`src/rtl/pcint1_ctrl.sv`:
```
// PCINT1 pin-change interrupt controller for Port C pins PC6..PC0.
// Synchronises pin inputs, detects masked edges and manages PCMSK1, PCICR.PCIE1 and PCIFR.PCIF1.
module pcint1_ctrl #(
    parameter int         SYNC_STAGES   = 2,
    parameter logic [5:0] PCIFR_IO_ADDR = 6'h1B,
    parameter logic [7:0] PCICR_ADDR    = 8'h68,
    parameter logic [7:0] PCMSK1_ADDR   = 8'h6C
) (
    input  logic       cp2,
    input  logic       ireset,
    input  logic [5:0] IO_Addr,
    input  logic       iore,
    input  logic       iowe,
    input  logic [7:0] ramadr,
    input  logic       ramre,
    input  logic       ramwe,
    input  logic [7:0] dbus_in,
    output logic [7:0] dbus_out,
    output logic       out_en,
    input  logic [6:0] DIC_i,
    output logic [6:0] PCINT,
    output logic       PCIE1,
    output logic       pcint1_irq,
    input  logic       pcint1_irqack
);

    // state  | meaning
    // WARMUP | sync chain still filling after reset; edges are ignored
    // ARMED  | masked edges on the synchronised pins set PCIF1
    typedef enum logic {
        WARMUP = 1'b0,
        ARMED  = 1'b1
    } arm_state_t;

    localparam logic [2:0] WARM_LAST = 3'(SYNC_STAGES + 1);

    arm_state_t state, state_next;
    logic [2:0] count, count_next;

    logic [6:0] sync_chain [SYNC_STAGES];
    logic [6:0] sync;
    logic [6:0] prev;
    logic [6:0] chg;
    logic [6:0] pcmsk;
    logic       pcie;
    logic       pcif;

    logic pcifr_hit_wr;
    logic pcicr_hit_wr;
    logic pcmsk_hit_wr;
    logic flag_set;
    logic flag_clr;
    logic unused_bits;

    assign pcifr_hit_wr = iowe  && (IO_Addr == PCIFR_IO_ADDR);
    assign pcicr_hit_wr = ramwe && (ramadr == PCICR_ADDR);
    assign pcmsk_hit_wr = ramwe && (ramadr == PCMSK1_ADDR);
    assign unused_bits  = dbus_in[7];

    always_ff @(posedge cp2) begin
        if (ireset) begin
            for (int i = 0; i < SYNC_STAGES; i++) begin
                sync_chain[i] <= 7'h00;
            end
            prev <= 7'h00;
        end else begin
            sync_chain[0] <= DIC_i;
            for (int i = 1; i < SYNC_STAGES; i++) begin
                sync_chain[i] <= sync_chain[i-1];
            end
            prev <= sync;
        end
    end

    assign sync = sync_chain[SYNC_STAGES-1];

    always_ff @(posedge cp2) begin
        if (ireset) begin
            state <= WARMUP;
            count <= 3'd0;
        end else begin
            state <= state_next;
            count <= count_next;
        end
    end

    always_comb begin
        state_next = state;
        count_next = count;
        case (state)
            WARMUP: begin
                if (count == WARM_LAST) begin
                    state_next = ARMED;
                end else begin
                    count_next = count + 3'd1;
                end
            end
            ARMED: begin
                state_next = ARMED;
            end
            default: begin
                state_next = WARMUP;
                count_next = 3'd0;
            end
        endcase
    end

    // Edges seen while the chain fills are artefacts of reset, not real pin activity.
    assign chg      = (state == ARMED) ? ((sync ^ prev) & pcmsk) : 7'h00;
    assign flag_set = |chg;
    assign flag_clr = pcint1_irqack || (pcifr_hit_wr && dbus_in[1]);

    always_ff @(posedge cp2) begin
        if (ireset) begin
            pcmsk <= 7'h00;
            pcie  <= 1'b0;
            pcif  <= 1'b0;
        end else begin
            if (pcmsk_hit_wr) begin
                pcmsk <= dbus_in[6:0];
            end
            if (pcicr_hit_wr) begin
                pcie <= dbus_in[1];
            end
            // A new edge in the same cycle as a clear must not be lost.
            pcif <= flag_set || (pcif && !flag_clr);
        end
    end

    always_comb begin
        dbus_out = 8'h00;
        out_en   = 1'b0;
        if (iore && (IO_Addr == PCIFR_IO_ADDR)) begin
            dbus_out = {6'b0, pcif, 1'b0};
            out_en   = 1'b1;
        end else if (ramre && (ramadr == PCICR_ADDR)) begin
            dbus_out = {6'b0, pcie, 1'b0};
            out_en   = 1'b1;
        end else if (ramre && (ramadr == PCMSK1_ADDR)) begin
            dbus_out = {1'b0, pcmsk};
            out_en   = 1'b1;
        end
    end

    assign PCINT      = pcmsk;
    assign PCIE1      = pcie;
    assign pcint1_irq = pcif && pcie;

endmodule
```
`config.mk`:
```
export PLATFORM = sky130hd
export DESIGN_NAME = pcint1_ctrl
export DESIGN_NICKNAME = d
export VERILOG_FILES = /design/src/rtl/pcint1_ctrl.sv
export SDC_FILE = /design/constraint.sdc
export NUM_CORES = 1
export LEC_CHECK = 0
export ABC_CLOCK_PERIOD_IN_PS = 3550
export CAP_MARGIN = 5
export CORE_ASPECT_RATIO = 0.9
export CORE_MARGIN = 3
export CORE_UTILIZATION = 45
export DETAILED_ROUTE_END_ITERATION = 8
export PLACE_DENSITY = 0.84
export SLEW_MARGIN = 25
export SYNTH_ARGS = -nofsm -noshare
export SYNTH_HDL_FRONTEND = slang
export SYNTH_SLANG_ARGS = --single-unit
```
`constraint.sdc`:
```
create_clock -name cp2 -period 3.55 [get_ports cp2]
set_clock_uncertainty 0.15 [all_clocks]
set_input_delay 0.5325 -clock cp2 [delete_from_list [all_inputs] [get_ports cp2]]
set_output_delay 0.5325 -clock cp2 [all_outputs]
set_load 0.005 [all_outputs]
```
# Yosys cells after proc, flatten, opt, wreduce, memory -nomap -nowiden
# Memories as Yosys holds them, arrays and structs flattened.
# Index checks and enable logic that the tools add are counted.
# totals
register_bits	20
ram_bits	14
input_bits	36
out_inout_bits	18
wordCells	46
memories	1
# classes
add_sub_neg	1
n_eq_ne	4
muxes	14
n_bitwise	6
n_reduce_logical	14
# memory_table
memory	words	width	rd	rd_ports_with_merged_regs	wr	line_no	rtl
sync_chain	2	7	2	0	2	40	logic [6:0] sync_chain [SYNC_STAGES];
# op_table
operator	count
two-way mux 7 bit	6
equality test 8 x 7 -> 1 bit, second input constant	2
logical AND 1 bit	9
AND 7 bit	1
two-way mux 1 bit	7
OR reduction 7 bit	1
bitwise XOR 7 bit	1
equality test 6 x 5 -> 1 bit, second input constant	1
adder 3 x 1 -> 3 bit, second input constant	1
equality test 3 x 2 -> 1 bit, second input constant	1
logical OR 1 bit	2
NOT 1 bit	2
bitwise OR 1 bit	2
case mux 1 bit (2 select lines)	1
AND reduction 2 bit	1
zero test 1 bit	1

# Longest topological paths before layout
# depth
word_depth	7
mapped_depth	5
mapped_depth_nobuf	5

# Worst setup path before layout
# Ideal clock, no wire load.
# synth_timing
path_kind	input to output
start	input port ramadr[7]
end	output port dbus_out[0]
t_arrival_ns	1.328
required_time_ns	2.867
setup_slack_ns	1.540
stages	4
n_path_buf	0
path_cell_list	and4b_2 nand3_4 nor3b_4 and2_1
# synth_between
elab_chain_len	5
elab_cells_between_ends	7
classes_between	eq/ne: 2; mux: 3; reduce/logical: 2
# synth_rtl
item	line_no	rtl
start, declared	14	input logic [7:0] ramadr,
equality test 8 x 7 -> 1 bit	139	end else if (ramre && (ramadr == PCMSK1_ADDR)) begin
logical AND 1 bit	139	
two-way mux 7 bit	139	
two-way mux 7 bit (*)	136	end else if (ramre && (ramadr == PCICR_ADDR)) begin
two-way mux 7 bit (*)	133	if (iore && (IO_Addr == PCIFR_IO_ADDR)) begin
end, declared	18	output logic [7:0] dbus_out,
# Every way passes the cells marked *; elsewhere a longest branch is shown, timed or not.

# Worst setup path in the final report
# layout_timing
start	input port IO_Addr[5]
end	output port dbus_out[0]
# layout_between
elab_chain_len	3
# layout_rtl
item	line_no	rtl
start, declared	11	input logic [5:0] IO_Addr,
equality test 6 x 5 -> 1 bit	133	
logical AND 1 bit	133	
two-way mux 7 bit	133	
# Every way passes these cells.

==> results.toml <==
[floorplan]
rows = 18
die_w_um = 63.4
die-area_sq_um = 3650
core_sq_um = 2790
io_pins = 54
initial_core_util = 0.478
die_h_um = 57.7

[flow_run]
max-cap-violations = 0

[drt]
vias = 1011
via_per_inst = 4.60
wl_met3_um = 244
routedWlPerCell_um = 11.5
ant_nets = 0
wl_met2_mm = 1.16
drc = 0
wl_met1_mm = 1.07
wirelength_mm = 2.54
top_layer = "met4"
drt-initial-drc-count = 34
drt-pass1-iter-count = 5

[timing]
worst_slack_ps = 508
rsz0062_at_grt = "false"
setup_viol = 0
worst_slew_pin_slew_ps = 657
holdWs_ps = 298
report.final.hold_viol_count = 0
final.setup.tns_ps = 0
period_needed_ps = 3040
period_share = 0.857
max_freq_ghz = 0.329
maxSlewHeadroom = 0.561
finalMaxSlewViolations = 0

[place]
io_buffers = 51
dpl_worst_slack_ps = 506
gp_congestion = 0.739
hpwl_mm = 2.02
placed_cell_area_sq_um = 1880

[setup_path]
cp_data_required_time_ps = 2870
end_kind = "output port"
cp_max_fo = 6
rr_startpoint = "count[0]"
rrSetupSlack_ps = 2000
critical_path_class = "in2out"
critPathLaunchType = "input pin"
cp.arrival_ps = 2360
r2r_cells = 5
reg2reg_to = "count[2]"

[worst_hold_path]
min_from = "sync_chain[0][1]"
hold_end = "sync_chain[0][8]"
hold-path-cell-count = 1
hold_path.class = "reg2reg"

[clocking]
cts_resized = 0
post_cts_buffers = 0
clockBufferDepth = 2
clkLatencyLatePin_ps = 330
cts_buffers = 5
cts_tree = "yes"
clock_sinks = 34
cts_hold_buf = 0
cts_root_buf = "clkbuf_4"
htree_num_levels = 2
clk_pin_slew_ps = 100

[global_route]
track_usage = 0.154
grt_pass1_wl_mm = 4.22
first_global_vias = 943
grt_max_degree = 21
grt_overflow = 0
antenna_found_initial = 0

[pwr]
cellLeakagePower_uw = 0.000829
power.density_nw_per_um2 = 407
peakVddDrop_mv = 0.420

[logic_synthesis]
synth_ff_type = "dfxtp_1"
synth.area.top_cells = "dfxtp_1 (51%), nor2b_1 (10%), mux2i_1 (6.8%), xor2_1 (4.6%), nor2_1 (3.4%)"
netlist_instances = 124
async_reset_ff_frac = 0
avgSynthCellArea_sq_um = 10.8
syn_area_sq_um = 1330
ys_types = 31
synthTopCellsByCount = "dfxtp_1 (34), nor2b_1 (22), nor2_1 (12)"
synthDominantCellAreaShare = 0.510
syn_nets = 162
yosys_warnings = 0
ys_seq_elements = 34
synth_area_leader_cell = "dfxtp_1"
synth-edff-count = 0
seq_area_frac_synth = 0.510
synth.most_common_cell = "dfxtp_1"

[final_layout]
drive_gt1_frac = 0.0833
diodes = 0
area_growth_syn_to_layout_pct = 47.0
fin_area_sq_um = 1960
nets = 217
utilization = 0.702
fillers = 233

[run_status]
outcome = "complete, no violations"
## worst max-delay path, stage by stage
cell	delay [ps]
clkdlybuf4s50_1	450
and4bb_1	220
and4_4	210
nor3b_4	280
and2_1	170
clkdlybuf4s50_1	490
## logic make-up after synthesis
family	count (synthesis)	share of synthesized area
AO/OA/AOI/OAI	10	0.0525
XOR/XNOR	8	0.0525
adder cells (fa/ha/maj)	2	0.0188
buffers and inverters	6	0.0197
flip-flops	34	0.510
multiplexers	9	0.0675
other	1	0.00281
AND/OR/NAND/NOR	54	0.276
## layer usage
metal | vias to the layer above | track usage
li1 | 521 | -
met1 | 441 | 0.168
met2 | 43 | 0.251
met3 | 6 | 0.0717
met4 | 0 | 0.0831
met5 | - | 0
## stage by stage
stage	std cells	power, uW
floorplan	124	487
global placement	212	533
detailed placement	212	540
CTS	220	809
global route	220	844
finish	220	799
## flip-flops by register name, indices dropped and copies added (netlist names)
| signal | count |
|---|---|
| PCIE1 | 1 |
| sync_chain | 14 |
| state | 1 |
| pcif | 1 |
| PCINT | 7 |
| count | 3 |
| prev | 7 |
## cell type report
cell class,instances,area (sq um),area share
sequential,34,681,0.347
multi-input combinational,84,627,0.320
timing repair buffer,52,518,0.264
tap,40,50.0,0.0255
clock inverter,3,40.0,0.0204
clock buffer,5,37.5,0.0191
inverter,2,7.51,0.00383
## worst max-delay path by stage
stage,end,startpoint,slack (ps),depth (start not counted)
2_1_floorplan,dbus_out[0],ramadr[7],1540,4
5_1_grt,dbus_out[0],ramadr[1],400,6
6_report,dbus_out[0],IO_Addr[5],510,6
3_5_place_dp,dbus_out[0],IO_Addr[5],510,6
3_3_place_gp,dbus_out[0],ramadr[1],510,6
4_1_cts,dbus_out[0],IO_Addr[5],490,6
## report_power, final
part           switching [uW]  internal, uW
combinational            42.7          65.2
sequential               13.9           409
clock                     122           146
## placed cells by master (no fill, tap or decap)
cell type,synthesis,layout
nor3b_4,1,1
clkdlybuf4s50_1,0,51
o21ai_0,2,2
or2b_1,1,1
buf_4,1,1
and4b_2,1,1
dfxtp_1,34,34
nor3_4,1,1
ha_1,2,2
o31ai_1,1,1
clkinv_2,0,2
o21ai_1,1,1
mux2i_1,9,9
nand4b_1,1,1
a22oi_1,2,2
nand3_1,1,1
a222oi_1,1,1
xnor2_1,1,1
a311o_1,1,1
conb_1,1,1
xor2_1,7,7
nand4_4,1,1
nand2_1,3,3
nor2_1,12,12
inv_1,2,2
nand3_4,1,1
and4_4,1,1
nor2b_1,22,22
and4bb_1,1,1
bufinv_16,0,1
a211oi_1,1,1
and2_1,7,7
clkbuf_4,0,5
a21oi_1,1,1
Note: power is estimated with default switching activity, not from simulation.
